### src/rtl/usb_rx_seq_pkg.sv
// usb_rx_seq_pkg
// Shared encodings for the receive-side transaction sequencer:
//   rx_pkt_e  - status codes reported by usb_rx
//   tx_pkt_e  - response codes requested from usb_tx
//   state_e   - sequencer FSM states
package usb_rx_seq_pkg;

    typedef enum logic [2:0] {
        RX_NONE  = 3'b000,
        RX_IN    = 3'b001,
        RX_OUT   = 3'b010,
        RX_ACK   = 3'b011,
        RX_ERROR = 3'b100,
        RX_DONE  = 3'b101,
        RX_DATA  = 3'b110
    } rx_pkt_e;

    typedef enum logic [2:0] {
        TX_NONE  = 3'b000,
        TX_DATA0 = 3'b001,
        TX_ACK   = 3'b010,
        TX_NAK   = 3'b011
    } tx_pkt_e;

    typedef enum logic [2:0] {
        S_IDLE,
        S_TOK_OUT,
        S_TOK_IN,
        S_WAIT_DATA,
        S_RX_DATA,
        S_RESP
    } state_e;

endpackage

### src/rtl/usb_rx_crc_strip.sv
// usb_rx_crc_strip
// Two-byte hold pipeline. Every received byte is delayed by two strobes, so
// when the packet ends the last two bytes (the CRC16) are still in the hold
// stage and are simply discarded by the next clear.
// Ports:
//   clk, n_rst  - clock, synchronous active-low reset
//   shift       - accept data (one received byte)
//   clear       - empty the hold stage (wins over shift)
//   data        - incoming byte
//   emit_valid  - combinational: oldest byte leaves this cycle
//   emit_data   - the byte leaving
//   fill        - bytes currently held (0..2)
module usb_rx_crc_strip (
    input  logic       clk,
    input  logic       n_rst,
    input  logic       shift,
    input  logic       clear,
    input  logic [7:0] data,
    output logic       emit_valid,
    output logic [7:0] emit_data,
    output logic [1:0] fill
);

    logic [7:0] old_q, old_d;
    logic [7:0] new_q, new_d;
    logic [1:0] fill_q, fill_d;

    always_comb begin
        old_d      = old_q;
        new_d      = new_q;
        fill_d     = fill_q;
        emit_valid = 1'b0;
        emit_data  = old_q;
        if (clear) begin
            old_d  = 8'h00;
            new_d  = 8'h00;
            fill_d = 2'd0;
        end else if (shift) begin
            emit_valid = (fill_q == 2'd2);
            old_d      = new_q;
            new_d      = data;
            if (fill_q != 2'd2) begin
                fill_d = fill_q + 2'd1;
            end
        end
    end

    always_ff @(posedge clk) begin
        if (!n_rst) begin
            old_q  <= 8'h00;
            new_q  <= 8'h00;
            fill_q <= 2'd0;
        end else begin
            old_q  <= old_d;
            new_q  <= new_d;
            fill_q <= fill_d;
        end
    end

    assign fill = fill_q;

endmodule

### src/rtl/usb_rx_sequencer.sv
// usb_rx_sequencer
// Transaction-level controller behind usb_rx: follows token / data / DONE,
// pushes the data payload (CRC16 stripped) into the endpoint FIFO and asks
// usb_tx for the handshake or data response.
// Ports:
//   clk, n_rst            - clock, synchronous active-low reset
//   rx_packet             - usb_rx status code (rx_pkt_e)
//   rx_packet_data        - received byte, valid with store_rx_packet_data
//   store_rx_packet_data  - byte strobe
//   buffer_occupancy      - endpoint FIFO fill in bytes
//   tx_done               - tx side finished the requested packet
//   rx_push/rx_push_data  - FIFO write strobe and byte
//   tx_packet/tx_start    - requested response (tx_pkt_e) and launch pulse
//   rx_data_ready         - OUT transaction accepted
//   rx_byte_count         - payload bytes pushed in current/last data packet
//   rx_error              - transaction aborted
//
// state       | meaning
// ------------+---------------------------------------------------------
// S_IDLE      | waiting for an IN or OUT token
// S_TOK_OUT   | OUT token body arriving, waiting for its DONE
// S_TOK_IN    | IN token body arriving, waiting for its DONE
// S_WAIT_DATA | OUT token complete, waiting (timed) for the data packet
// S_RX_DATA   | data packet arriving, payload pushed through hold stage
// S_RESP      | response requested, holding tx_packet until tx_done
module usb_rx_sequencer
    import usb_rx_seq_pkg::*;
#(
    parameter int BUF_DEPTH      = 64,
    parameter int TIMEOUT_CYCLES = 2048
) (
    input  logic       clk,
    input  logic       n_rst,
    input  logic [2:0] rx_packet,
    input  logic [7:0] rx_packet_data,
    input  logic       store_rx_packet_data,
    input  logic [6:0] buffer_occupancy,
    input  logic       tx_done,
    output logic       rx_push,
    output logic [7:0] rx_push_data,
    output logic [2:0] tx_packet,
    output logic       tx_start,
    output logic       rx_data_ready,
    output logic [6:0] rx_byte_count,
    output logic       rx_error
);

    localparam int               CNT_W     = $clog2(TIMEOUT_CYCLES + 1);
    localparam logic [6:0]       DEPTH_W   = 7'(BUF_DEPTH);
    localparam logic [CNT_W-1:0] TIMEOUT_W = CNT_W'(TIMEOUT_CYCLES);

    state_e           state_q, state_d;
    logic [2:0]       prev_q, prev_d;
    logic [CNT_W-1:0] cnt_q, cnt_d, cnt_inc;
    logic             ovf_q, ovf_d;
    logic [6:0]       byte_cnt_q, byte_cnt_d;
    logic             rx_push_q, rx_push_d;
    logic [7:0]       push_data_q, push_data_d;
    logic [2:0]       tx_packet_q, tx_packet_d;
    logic             tx_start_q, tx_start_d;
    logic             ready_q, ready_d;
    logic             error_q, error_d;

    logic       ev_in, ev_out, ev_done, ev_data, ev_error;
    logic       hold_shift, hold_clear, emit_valid;
    logic [7:0] emit_data;
    logic [1:0] hold_fill, fill_after;
    logic       has_room, push_w, ovf_now;

    // Only a change of rx_packet is an event; a held status is never re-acted on.
    always_comb begin
        prev_d   = rx_packet;
        ev_in    = (rx_packet != prev_q) && (rx_packet == RX_IN);
        ev_out   = (rx_packet != prev_q) && (rx_packet == RX_OUT);
        ev_done  = (rx_packet != prev_q) && (rx_packet == RX_DONE);
        ev_data  = (rx_packet != prev_q) && (rx_packet == RX_DATA);
        ev_error = (rx_packet != prev_q) && (rx_packet == RX_ERROR);
        // A byte racing an ERROR is abandoned with the rest of the packet.
        hold_shift = store_rx_packet_data && (state_q == S_RX_DATA) && !ev_error;
        hold_clear = (state_q != S_RX_DATA);
    end

    usb_rx_crc_strip u_crc_strip (
        .clk        (clk),
        .n_rst      (n_rst),
        .shift      (hold_shift),
        .clear      (hold_clear),
        .data       (rx_packet_data),
        .emit_valid (emit_valid),
        .emit_data  (emit_data),
        .fill       (hold_fill)
    );

    // A strobe coinciding with DONE is folded in before DONE is judged, so
    // the decision uses the post-strobe fill and overflow.
    always_comb begin
        has_room   = (buffer_occupancy < DEPTH_W);
        push_w     = emit_valid && has_room;
        ovf_now    = ovf_q || (emit_valid && !has_room);
        fill_after = (hold_shift && (hold_fill != 2'd2)) ? hold_fill + 2'd1 : hold_fill;
        cnt_inc    = cnt_q + CNT_W'(1);
    end

    always_comb begin
        state_d     = state_q;
        cnt_d       = cnt_q;
        ovf_d       = ovf_now;
        byte_cnt_d  = byte_cnt_q;
        rx_push_d   = push_w;
        push_data_d = push_w ? emit_data : push_data_q;
        tx_packet_d = tx_packet_q;
        tx_start_d  = 1'b0;
        ready_d     = 1'b0;
        error_d     = 1'b0;

        if (push_w && (byte_cnt_q != 7'd127)) begin
            byte_cnt_d = byte_cnt_q + 7'd1;
        end

        if (ev_error && (state_q != S_RESP)) begin
            state_d = S_IDLE;
            error_d = 1'b1;
        end else begin
            case (state_q)
                S_IDLE: begin
                    if (ev_out) begin
                        state_d = S_TOK_OUT;
                    end else if (ev_in) begin
                        state_d = S_TOK_IN;
                    end
                end
                S_TOK_OUT: begin
                    if (ev_done) begin
                        state_d = S_WAIT_DATA;
                        cnt_d   = '0;
                    end
                end
                S_TOK_IN: begin
                    if (ev_done) begin
                        state_d     = S_RESP;
                        tx_start_d  = 1'b1;
                        tx_packet_d = (buffer_occupancy != 7'd0) ? TX_DATA0 : TX_NAK;
                    end
                end
                S_WAIT_DATA: begin
                    cnt_d = cnt_inc;
                    if (ev_data) begin
                        state_d    = S_RX_DATA;
                        ovf_d      = 1'b0;
                        byte_cnt_d = 7'd0;
                    end else if (ev_done || (cnt_inc == TIMEOUT_W)) begin
                        state_d = S_IDLE;
                        error_d = 1'b1;
                    end
                end
                S_RX_DATA: begin
                    if (ev_done) begin
                        if (fill_after != 2'd2) begin
                            state_d = S_IDLE;
                            error_d = 1'b1;
                        end else begin
                            state_d    = S_RESP;
                            tx_start_d = 1'b1;
                            if (ovf_now) begin
                                tx_packet_d = TX_NAK;
                            end else begin
                                tx_packet_d = TX_ACK;
                                ready_d     = 1'b1;
                            end
                        end
                    end
                end
                S_RESP: begin
                    if (tx_done) begin
                        state_d     = S_IDLE;
                        tx_packet_d = TX_NONE;
                    end
                end
                default: state_d = S_IDLE;
            endcase
        end
    end

    always_ff @(posedge clk) begin
        if (!n_rst) begin
            state_q     <= S_IDLE;
            prev_q      <= 3'b000;
            cnt_q       <= '0;
            ovf_q       <= 1'b0;
            byte_cnt_q  <= 7'd0;
            rx_push_q   <= 1'b0;
            push_data_q <= 8'h00;
            tx_packet_q <= 3'b000;
            tx_start_q  <= 1'b0;
            ready_q     <= 1'b0;
            error_q     <= 1'b0;
        end else begin
            state_q     <= state_d;
            prev_q      <= prev_d;
            cnt_q       <= cnt_d;
            ovf_q       <= ovf_d;
            byte_cnt_q  <= byte_cnt_d;
            rx_push_q   <= rx_push_d;
            push_data_q <= push_data_d;
            tx_packet_q <= tx_packet_d;
            tx_start_q  <= tx_start_d;
            ready_q     <= ready_d;
            error_q     <= error_d;
        end
    end

    assign rx_push       = rx_push_q;
    assign rx_push_data  = push_data_q;
    assign tx_packet     = tx_packet_q;
    assign tx_start      = tx_start_q;
    assign rx_data_ready = ready_q;
    assign rx_byte_count = byte_cnt_q;
    assign rx_error      = error_q;

endmodule

### config.mk
export PLATFORM = sky130hd
export DESIGN_NAME = usb_rx_sequencer
export DESIGN_NICKNAME = d
export VERILOG_FILES = /design/src/rtl/usb_rx_seq_pkg.sv /design/src/rtl/usb_rx_crc_strip.sv /design/src/rtl/usb_rx_sequencer.sv
export SDC_FILE = /design/constraint.sdc
export NUM_CORES = 1
export LEC_CHECK = 0
export ABC_CLOCK_PERIOD_IN_PS = 2400
export BUFFER_PORTS_ARGS = -buffer_cell sky130_fd_sc_hd__buf_2
export CORE_AREA = 3 3 76 78
export DETAILED_ROUTE_END_ITERATION = 16
export DIE_AREA = 0 0 79 81
export GPL_ROUTABILITY_DRIVEN = 0
export PLACE_DENSITY = 0.78
export SLEW_MARGIN = 30
export SYNTH_ARGS = -nofsm -noshare
export SYNTH_HDL_FRONTEND = slang
export SYNTH_SLANG_ARGS = --single-unit
### constraint.sdc
create_clock -name clk -period 2.4 [get_ports clk]
set_clock_uncertainty 0.1 [all_clocks]
set_input_delay 0.24 -clock clk [delete_from_list [all_inputs] [get_ports clk]]
set_output_delay 0.24 -clock clk [all_outputs]
set_load 0.005 [all_outputs]
==> flow_metrics.env <==
export IMPL_pin_count=44
export IMPL_dr_total_vias=2632
export IMPL_ys_async_sr_fraction=0
export IMPL_grt_pass1_vias=2448
export IMPL_grt_pass1_wl_mm=11.0
export IMPL_whs_endpoint="u_crc_strip.new_q[7]"
export IMPL_clkSlewWorstSetupHoldPaths_ns=0.07
export IMPL_power_w=0.00210
export IMPL_cp_max_fo=5
export IMPL_ys_seq_elements=58
export IMPL_dr_first_iter_drc_count=195
export IMPL_synth_area_um2=2900
export IMPL_synth_edff_count=0
export IMPL_htreeDepth=3
export IMPL_dr_pass1_iters=4
export IMPL_core_um2=5140
export IMPL_vdd_drop_max_mv=0.554
export IMPL_fmax_mhz=446
export IMPL_yosysSeqAreaShare=0.401
export IMPL_tightest_slew_ns=0.642
export IMPL_rows=26
export IMPL_worstPathRequired_ns=2.53
export IMPL_synth_nets=369
export IMPL_rr_endpoint="state_q[0]"
export IMPL_routedWlPerCell_um=14.0
export IMPL_drc=0
export IMPL_cts_root_buf="clkbuf_8"
export IMPL_slew_limit_headroom=0.571
export IMPL_n_antenna_cell=0
export IMPL_drive_gt1_frac=0.237
export IMPL_rr_worst_depth=8
export IMPL_viasPerCell=5.64
export IMPL_synth_most_common_cell="dfxtp_1"
export IMPL_finish_net_count=417
export IMPL_fillers=463
export IMPL_ctsHoldBuffers=0
export IMPL_die_h_um=81
export IMPL_clockBufferDepth=2
export IMPL_reg2reg_slack_ns=0.16
export IMPL_dieArea_um2=6400
export IMPL_layout_min_cycle_time_ns=2.24
export IMPL_rsz0062_at_grt="false"
export IMPL_final_hold_viol_count=0
export IMPL_clk_latency_ns=0.34
export IMPL_final_setup_tns_ns=0
export IMPL_r2r_start="cnt_q[0]"
export IMPL_min_path_type="input pin to flop"
export IMPL_start_util=0.564
export IMPL_grt_ovfl_total=0
export IMPL_hpwl_mm=4.60
export IMPL_track_usage=0.218
export IMPL_synth_top_area_cell="dfxtp_1"
export IMPL_wl_mm=6.53
export IMPL_arrival_ns=2.37
export IMPL_port_buffers=42
export IMPL_drtAntennaViolNets=0
export IMPL_p_leak_nw=1.36
export IMPL_cts_setup_buffers=0
export IMPL_cap_violations=0
export IMPL_outcome="finished clean"
export IMPL_syn2layout_area_growth_pct=17.5
export IMPL_critPathCaptureType="flop"
export IMPL_netlist_instances=344
export IMPL_p_per_area_nw_per_um2=618
export IMPL_hold_path_startpoint="rx_packet_data[7]"
export IMPL_ys_types=63
export IMPL_netlist_top_cells_count="58 x dfxtp_1, 45 x nand2_1, 43 x nor2_1, 30 x a21oi_1, 12 x o21ai_0"
export IMPL_slew_viol_final=0
export IMPL_die_x_um=79
export IMPL_cts_tree="done"
export IMPL_start_kind="flop"
export IMPL_setup_viol=0
export IMPL_min_period_over_period=0.934
export IMPL_ys_warn_count=0
export IMPL_synthFlopType="dfxtp_1"
export IMPL_synth_area_per_cell_um2=8.42
export IMPL_post_cts_resized=0
export IMPL_crit_type="flop to flop"
export IMPL_synth_top_area_frac=0.401
export IMPL_holdPathStages=3
export IMPL_synth_area_top_cells="dfxtp_1 40%, nand2_1 5.8%, nor2_1 5.6%"
export IMPL_grt_max_degree=21
export IMPL_numCtsBuffers=9
export IMPL_clkSinkCount=58
export IMPL_antenna_found_initial=0
## worst max path at each step
stage,start,to,slack [ns]
floorplan,cnt_q[0],state_q[0],0.27
global placement,cnt_q[0],state_q[0],0.23
detailed placement,cnt_q[0],state_q[0],0.13
CTS,cnt_q[0],state_q[0],0.06
global route,cnt_q[0],state_q[0],0.06
finish,cnt_q[0],state_q[0],0.16
## stage by stage
| stage | utilization | instances | instance area, µm² | worst slack, ns | hold slack [ns] |
|---|---|---|---|---|---|
| after global routing | 0.662 | 467 | 3400 | 0.0615 | 0.0360 |
| after CTS | 0.660 | 467 | 3390 | 0.0627 | 0.0199 |
| after global placement | 0.621 | 451 | 3190 | 0.228 | 0.337 |
| after floorplan | - | 344 | 2900 | 0.265 | 0.262 |
| final | 0.662 | 467 | 3400 | 0.158 | 0.0338 |
| after detailed placement | 0.621 | 451 | 3190 | 0.132 | 0.346 |
## layout by cell type (no fill, tap or decap), drive strengths merged, types with 2 or more instances in the layout
| cell | n |
|---|---|
| nand2b | 6 |
| xnor2 | 2 |
| a311oi | 2 |
| ha | 3 |
| o22ai | 2 |
| or3 | 2 |
| nor3 | 8 |
| o31ai | 2 |
| inv | 8 |
| nor2b | 4 |
| o31a | 3 |
| nand3 | 11 |
| o2111ai | 2 |
| a2111oi | 2 |
| mux2 | 2 |
| clkinv | 3 |
| o21ai | 16 |
| and3 | 8 |
| and2 | 6 |
| a41oi | 2 |
| a31oi | 7 |
| nor4 | 5 |
| or2 | 5 |
| nor2 | 43 |
| dfxtp | 58 |
| a21oi | 32 |
| clkbuf | 9 |
| mux2i | 11 |
| buf | 55 |
| and3b | 2 |
| nor3b | 4 |
| nand4 | 3 |
| xor2 | 5 |
| nand3b | 2 |
| o211ai | 2 |
| nand2 | 46 |
## area by class of cell
| class | instances | area [µm²] | area share |
|---|---|---|---|
| sequential | 58 | 1160 | 0.341 |
| tap | 70 | 87.6 | 0.0257 |
| inverter | 6 | 22.5 | 0.00662 |
| clock inverter | 7 | 77.6 | 0.0228 |
| timing repair buffer | 55 | 308 | 0.0904 |
| clock buffer | 9 | 124 | 0.0364 |
| multi-input combinational | 262 | 1620 | 0.477 |
## registers in the layout, indices dropped and copies added, names as in the netlist
name and count:
cnt_q 12, ovf_q 1, prev_q 3, rx_byte_count 7, rx_data_ready 1, rx_error 1, rx_push 1, rx_push_data 8
state_q 3, tx_packet 2, tx_start 1, u_crc_strip.emit_data 8, u_crc_strip.fill 2, u_crc_strip.new_q 8
## metal layers
layer	up-vias	track usage	part of all wire
li1	1317	-	-
met1	1213	0.268	0.45
met2	85	0.362	0.48
met3	17	0.0488	0.050
met4	0	0.110	0.022
met5	-	0	0
## critical path, stage by stage, from the launching register on
cell and delay (ns):
dfxtp_1 0.44, ha_2 0.26, nand3_1 0.12, buf_4 0.18, o21ai_0 0.17, a21oi_1 0.13, o31ai_2 0.30, nand2_2 0.11
mux2_1 0.33
## power breakdown
group	internal [W]	switching (W)
Combinational	0.0000864	0.000108
Clock	0.000487	0.000424
Sequential	0.000975	0.0000221
## cell families (layout without fill, tap and decap cells)
group,after synthesis,count (layout),share of synthesized area
flops,58,58,0.401
fa+ha+maj,3,3,0.0130
compound gates,79,79,0.191
other cells,1,1,0.00129
mux,13,13,0.0471
buf+inv,24,77,0.0428
xor+xnor,7,7,0.0212
simple gates,159,159,0.283
Power figures use the tool's default switching activity.
